$ cat src/rtl/edge_period_capture.sv
// edge_period_capture
//   Samples a free-running counter on each rising edge of an asynchronous
//   event and queues the elapsed count between successive edges (period,
//   modulo 2^WIDTH) in a small show-ahead FIFO with a valid/ready handshake.
//   Periods that arrive while the FIFO is full are dropped. Each drop sets a
//   sticky overflow flag and bumps a saturating drop counter.
//
// Ports
//   clk        single clock, all state on posedge
//   rst_async  asynchronous active-high reset
//   count_in   free-running counter value (clk domain)
//   evt_in     external event (asynchronous to clk)
//   en         capture enable; low disarms the period measurement
//   per_data   period at FIFO head, 0 when empty
//   per_valid  FIFO non-empty
//   per_ready  consumer pops head when per_valid & per_ready
//   ovf        sticky: at least one period dropped
//   drop_cnt   dropped periods, saturates at 255
//   ovf_clr    synchronous clear of ovf and drop_cnt (a same-cycle drop wins)
module edge_period_capture #(
    parameter int WIDTH       = 16,
    parameter int DEPTH       = 4,
    parameter int SYNC_STAGES = 2
) (
    input  logic             clk,
    input  logic             rst_async,
    input  logic [WIDTH-1:0] count_in,
    input  logic             evt_in,
    input  logic             en,
    output logic [WIDTH-1:0] per_data,
    output logic             per_valid,
    input  logic             per_ready,
    output logic             ovf,
    output logic [7:0]       drop_cnt,
    input  logic             ovf_clr
);

    localparam int AW = (DEPTH > 1) ? $clog2(DEPTH) : 1;
    localparam int CW = AW + 1;

    // Event synchronizer plus one history flop for rising-edge detection.
    logic [SYNC_STAGES-1:0] sync_q;
    logic                   hist_q;
    logic                   sync_out;
    logic                   evt_edge;

    assign sync_out = sync_q[SYNC_STAGES-1];
    assign evt_edge = sync_out & ~hist_q;

    always_ff @(posedge clk or posedge rst_async) begin
        if (rst_async) begin
            sync_q <= '0;
            hist_q <= 1'b0;
        end else begin
            sync_q <= {sync_q[SYNC_STAGES-2:0], evt_in};
            hist_q <= sync_out;
        end
    end

    // Period measurement. The first qualified edge after reset or after a
    // disable only primes last_ts; later edges produce a period.
    logic             armed_q;
    logic [WIDTH-1:0] last_ts_q;
    logic             cap;
    logic [WIDTH-1:0] period;

    assign cap    = evt_edge & en;
    assign period = count_in - last_ts_q;

    always_ff @(posedge clk or posedge rst_async) begin
        if (rst_async) begin
            armed_q   <= 1'b0;
            last_ts_q <= '0;
        end else begin
            if (cap)
                last_ts_q <= count_in;
            if (!en)
                armed_q <= 1'b0;
            else if (evt_edge)
                armed_q <= 1'b1;
        end
    end

    // FIFO
    logic [WIDTH-1:0] mem [DEPTH];
    logic [AW-1:0]    wr_ptr_q, rd_ptr_q;
    logic [CW-1:0]    cnt_q;
    logic             full, push_req, push_ok, pop, drop;

    assign full      = (cnt_q == CW'(DEPTH));
    assign per_valid = (cnt_q != '0);
    assign per_data  = per_valid ? mem[rd_ptr_q] : '0;
    assign pop       = per_valid & per_ready;
    assign push_req  = cap & armed_q;
    // A full FIFO still accepts a push when the head leaves in the same cycle.
    assign push_ok   = push_req & (~full | pop);
    assign drop      = push_req & full & ~pop;

    always_ff @(posedge clk) begin
        if (push_ok)
            mem[wr_ptr_q] <= period;
    end

    always_ff @(posedge clk or posedge rst_async) begin
        if (rst_async) begin
            wr_ptr_q <= '0;
            rd_ptr_q <= '0;
            cnt_q    <= '0;
        end else begin
            if (push_ok)
                wr_ptr_q <= wr_ptr_q + 1'b1;
            if (pop)
                rd_ptr_q <= rd_ptr_q + 1'b1;
            case ({push_ok, pop})
                2'b10:   cnt_q <= cnt_q + 1'b1;
                2'b01:   cnt_q <= cnt_q - 1'b1;
                default: cnt_q <= cnt_q;
            endcase
        end
    end

    // Overflow bookkeeping; a drop in the clear cycle restarts the count at 1.
    always_ff @(posedge clk or posedge rst_async) begin
        if (rst_async) begin
            ovf      <= 1'b0;
            drop_cnt <= '0;
        end else if (drop) begin
            ovf <= 1'b1;
            if (ovf_clr)
                drop_cnt <= 8'd1;
            else if (drop_cnt != 8'hFF)
                drop_cnt <= drop_cnt + 8'd1;
        end else if (ovf_clr) begin
            ovf      <= 1'b0;
            drop_cnt <= '0;
        end
    end

endmodule

$ cat config.mk
export PLATFORM = sky130hd
export DESIGN_NAME = edge_period_capture
export DESIGN_NICKNAME = d
export VERILOG_FILES = /design/src/rtl/edge_period_capture.sv
export SDC_FILE = /design/constraint.sdc
export NUM_CORES = 1
export LEC_CHECK = 0
export CAP_MARGIN = 30
export CORE_MARGIN = 1
export CORE_UTILIZATION = 53
export CTS_BUF_LIST = sky130_fd_sc_hd__clkbuf_4
export DETAILED_ROUTE_END_ITERATION = 8
export PLACE_DENSITY = 0.78
export SLEW_MARGIN = 10
export SYNTH_ARGS = -nofsm -noshare
export SYNTH_HDL_FRONTEND = slang
export SYNTH_SLANG_ARGS = --single-unit
$ cat constraint.sdc
create_clock -name clk -period 2.26 [get_ports clk]
set_input_delay 0.339 -clock clk [delete_from_list [all_inputs] [get_ports clk]]
set_output_delay 0.339 -clock clk [all_outputs]
set_load 0.05 [all_outputs]
# After elaboration in Yosys (flattened, before gate mapping)
# Memories as Yosys holds them, arrays and structs flattened.
# Cells that the tools add are included.
# W data, S select, Z words.
dict set report word_totals {
  regBits 36
  latch_bits 0
  mem_bits_rw 64
  rom_bits 0
  input_bits 22
  out_inout_bits 26
  word_cells 49
  n_memories 1
}
dict set report classes {
  addsub 6
  mul 0
  div 0
  n_lt_le_gt_ge 0
  n_eq_ne 5
  shift 0
  n_mux 12
  n_bitwise 11
  reduce_logical 5
}
# name words width rd rd_clocked_by_memory_dff write_ports line
set mem_list {}
lappend mem_list {mem 4 16 1 0 1 85} ;# logic [WIDTH-1:0] mem [DEPTH];
# operator n
set ops {}
lappend ops {{$mux W8} 4}
lappend ops {{$mux W16} 1}
lappend ops {{$sub A16 B16 Y16} 1}
lappend ops {{$add A8 B1 Y8 const B} 1}
lappend ops {{$ne A8 B8 Y1 const B} 1}
lappend ops {{$and A1 B1 Y1} 7}
lappend ops {{$mux W1} 6}
lappend ops {{$pmux W3 S2} 1}
lappend ops {{$reduce_bool A2 Y1} 3}
lappend ops {{$add A2 B1 Y2 const B} 2}
lappend ops {{$add A3 B1 Y3 const B} 1}
lappend ops {{$eq A3 B3 Y1 const B} 1}
lappend ops {{$not A1 Y1} 3}
lappend ops {{$reduce_bool A3 Y1} 1}
lappend ops {{$sub A3 B1 Y3 const B} 1}
lappend ops {{$eq A2 B1 Y1 const B} 1}
lappend ops {{$eq A2 B2 Y1 const B} 1}
lappend ops {{$ne A2 B1 Y1 const B} 1}
lappend ops {{$reduce_and A2 Y1} 1}
lappend ops {{$or A1 B1 Y1} 1}

# Depth between registers and ports, before layout
dict set report depth {
  depth_word 8
  ltp_mapped 9
  ltp_nobuf 9
}

# Worst setup path after synthesis
# No wires, ideal clock.
dict set report synth_path {
  path_type {flip-flop to flip-flop}
  from {register hist_q}
  to {register cnt_q[2]}
  setup_ns 0.125
  t_arrival_ns 2.036
  required_time_ns 2.135
  setup_slack_ns 0.099
  stages_incl_launch_ff 10
  path_buffers 0
  synth_period_minus_slack_ns 2.161
  cell_sequence {dfrtp_1 -> nand3b_2 -> nor3b_1 -> inv_1 -> ha_1 -> inv_1 -> fa_1 -> xor2_1 -> nor2_1 -> xor2_1}
}
dict set report synth_via {
  elab_chain_cells 7
  elab_cells_between_ends 9
  cone_classes {eq/ne (2); mux (1); bitwise (5); reduce/logical (1)}
}
# element line
set synth_rtl {}
lappend synth_rtl {{start, declared} 43} ;# logic hist_q;
lappend synth_rtl {{start signal, assigned} 56} ;# hist_q <= sync_out;
lappend synth_rtl {{$not A1 Y1 *} 48} ;# assign evt_edge = sync_out & ~hist_q;
lappend synth_rtl {{$and A1 B1 Y1 *} 48}
lappend synth_rtl {{$and A1 B1 Y1 *} 67} ;# assign cap = evt_edge & en;
lappend synth_rtl {{$and A1 B1 Y1 *} 94} ;# assign push_req = cap & armed_q;
lappend synth_rtl {{$and A1 B1 Y1 *} 96} ;# assign push_ok = push_req & (~full | pop);
lappend synth_rtl {{$eq A2 B1 Y1 / $eq A2 B2 Y1 (equally long branches)} 114} ;# case ({push_ok, pop})
lappend synth_rtl {{$pmux W3 S2 / $reduce_bool A2 Y1 (equally long branches)} --}
lappend synth_rtl {{end signal, assigned} 115} ;# 2'b10: cnt_q <= cnt_q + 1'b1;
lappend synth_rtl {{end signal, assigned} 116} ;# 2'b01: cnt_q <= cnt_q - 1'b1;
lappend synth_rtl {{end signal, assigned} 117} ;# default: cnt_q <= cnt_q;
lappend synth_rtl {{end, declared} 87} ;# logic [CW-1:0] cnt_q;
# Mark *: on every way between the ends. The rest lies on a longest branch, timed or not.
# A chain may end at the register's enable or synchronous reset.

# Worst setup path after layout
dict set report layout_path {
  from {register rd_ptr_q[0]}
  to {output per_data[4]}
}
dict set report layout_via {
  elab_chain_cells 2
}
# element line
set layout_rtl {}
lappend layout_rtl {{start, declared} 86} ;# logic [AW-1:0] wr_ptr_q, rd_ptr_q;
lappend layout_rtl {{start signal, assigned} 113} ;# rd_ptr_q <= rd_ptr_q + 1'b1;
lappend layout_rtl {{$mem_v2 Z4 W16} --}
lappend layout_rtl {{$mux W16} 92} ;# assign per_data = per_valid ? mem[rd_ptr_q] : '0;
lappend layout_rtl {{end, declared} 30} ;# output logic [WIDTH-1:0] per_data,
# Every way passes these cells.

==> impl_metrics.toml <==
[run_status]
outcome = "complete, but fails checks"
violations = "negative setup slack"

[clock_tree]
clock_path_buffers = 2
cts_tree = "done"
numCtsBuffers = 9
htree_levels = 3
numClockSinks = 100
insertion_delay_ns = 0.45
root_buffer = "clkbuf_4"
clk_pin_slew_ns = 0.17
hold_buffers = 0

[drt]
firstDrtPassIters = 4
drc = 0
routedWlPerCell_um = 15.8
wl_um = 9070
ant_nets = 0
drt_iter0_markers = 169
vias = 3087
viasPerCell = 5.38

[place]
port_buffers = 47
dpl.cell_count = 549
hpwl_um = 6370
globalplace.congestion = 0.899

[timing]
max_freq_mhz = 440
worst_pin_slew_ns = 0.493
finalSetupViolations = 5
finalClockSkew_ns = 0.0219
hold_viol = 0
grt_setup_unrepaired = "true"
slew_headroom_pct = 67.0
fin_setup_tns_ns = -0.0391
period_share_pct = 101
maxSlewViolCount = 0
whs_ns = 0.270
fin_crit_ns = 2.27
finalWorstSetupSlack_ns = -0.0126

[grt]
antenna_found_initial = 0
grt_max_degree = 37
grt_pass1_vias = 3102
grt.overflow.total = 0
grt_pass1_wl_um = 14600
grt_util_all_layers_pct = 20.0

[yosys]
ys_types = 48
async_flop_share_pct = 36.0
synth_flop_cell = "edfxtp_1"
synth_top_area_share_pct = 40.0
syn_area_per_cell_um2 = 13.6
synth-seq-cells = 100
syn_area_mm2 = 0.00481
syn-num-nets = 398
synth_edf_count = 64
yosys.area.top_type = "edfxtp_1"
ys_warn_count = 0
synth_area_leaders = "edfxtp_1 40%, dfrtp_1 19%, mux4_2 7.5%"
ys_seq_area_share_pct = 58.7
syn_inst = 353

[finish]
drive_gt1_share_pct = 32.0
final_cell_count_no_fill = 574
areaGrowthSynthToFinish_pct = 27.6
mostFrequentLayoutCells = "64 x edfxtp_1, 52 x buf_4, 34 x dfrtp_1"
final_common_cell = "edfxtp_1"
nets = 506
antenna_cells = 0

[critical_path]
crit_end = "per_data[4]"
r2r_start = "last_ts_q[0]"
critPathLaunchType = "flip-flop"
worstSetupPathType = "reg -> out"
critPathLaunch = "rd_ptr_q[0]"
required_ns = 1.92
critPathMaxFanout = 4
end_kind = "output port"
worstRegToRegCells = 8
cp_data_arrival_time_ns = 1.93
r2r-end = "mem[2][10]"
worst-r2r-setup-slack_ns = 0.07

[die]
die_y_um = 97.3
core.rowCount = 34
dieArea_mm2 = 0.00946
start_util_pct = 54.9
core_area_mm2 = 0.00876
die_width_um = 97.3
ios = 48

[power_and_ir_drop]
p_per_area_mw_per_mm2 = 1100
peakVddDrop_uv = 524
p_leak_nw = 2.49

[flow_run]
maxCapViolations = 0

[worst_hold_path]
hold_class = "in -> async"
==> worst min path at each step <==
stage / slack (ns) / end / cells past startpoint / start
after floorplan: 0.33 / sync_q[1] / 0 / sync_q[0]
after global placement: 0.34 / sync_q[1] / 0 / sync_q[0]
after detailed placement: 0.34 / sync_q[1] / 0 / sync_q[0]
after CTS: 0.26 / sync_q[0] / 3 / rst_async
after global routing: 0.28 / sync_q[0] / 1 / evt_in
final: 0.27 / last_ts_q[4] / 3 / rst_async
==> what timing repair did <==
item,4_1_cts,5_1_grt
gates cloned,1,1
pin swaps,3,2
setup endpoints to repair,22,37
hold endpoints to repair,0,0
gates resized for setup,32,11
setup buffers,6,2
==> critical path: stages (launching register included) <==
cell and delay [ns]:
dfrtp_2 0.40, buf_6 0.12, clkbuf_16 0.14, mux4_2 0.50, and2_4 0.18, buf_6 0.14
==> through the flow <==
step	cell area (µm²)	utilization [%]	power, mW	setup WS, ns
after floorplan	4810	-	4.36	0.0986
after global placement	5770	65.8	5.25	-0.412
after detailed placement	5770	65.8	5.34	-0.533
after CTS	6090	69.5	6.69	-0.0290
after global routing	6140	70.0	7.07	-0.0811
final	6140	70.0	6.73	-0.0126
==> sequential cells by signal, summed over array words and instances, names as in the netlist <==
| signal | cells |
|---|---|
| armed_q | 1 |
| cnt_q | 3 |
| drop_cnt | 8 |
| hist_q | 1 |
| last_ts_q | 16 |
| mem | 64 |
| ovf | 1 |
| rd_ptr_q | 2 |
| sync_q | 2 |
| wr_ptr_q | 2 |
==> cells in the mapped netlist, types with 5 or more instances <==
cell,count
nand2b_1,5
mux4_2,16
dfrtp_1,36
and2_1,23
xnor2_1,15
mux2_2,14
edfxtp_1,64
nand2_1,16
a21oi_1,14
xor2_1,7
nor3_1,8
inv_1,33
nor2_1,15
ha_1,21
o21ai_0,12
==> layer usage <==
metal | track usage (%) | part of all wire (%) | vias up
li1 | - | - | 1502
met1 | 25.6 | 44 | 1494
met2 | 34.7 | 51 | 75
met3 | 3.81 | 3.7 | 16
met4 | 6.33 | 1.9 | 0
met5 | 0 | 0 | -
==> layout make-up <==
class / instances / area (µm²)
sequential: 100 / 2830
fill: 597 / 2630
multi-input combinational: 212 / 1900
timing repair buffer: 105 / 1010
tap: 108 / 135
inverter: 33 / 124
clock inverter: 7 / 76.3
clock buffer: 9 / 67.6
==> power by group <==
| part | total [mW] | leakage [nW] | switching [mW] | internal (mW) |
|---|---|---|---|---|
| clock network | 0.930 | 0.0796 | 0.660 | 0.269 |
| registers | 2.35 | 1.02 | 0.0996 | 2.25 |
| logic | 3.45 | 1.40 | 1.81 | 1.64 |
==> cell families after synthesis <==
logic type               Yosys count  synth area share [%]
multiplexers                      33                  11.4
AO/OA/AOI/OAI                     48                  6.30
buffers and inverters             41                  3.33
XOR/XNOR                          22                  4.01
flip-flops                       100                  58.7
adder cells (fa/ha/maj)           23                  6.30
AND/OR/NAND/NOR                   86                  9.99
Power figures use the tool's default switching activity.
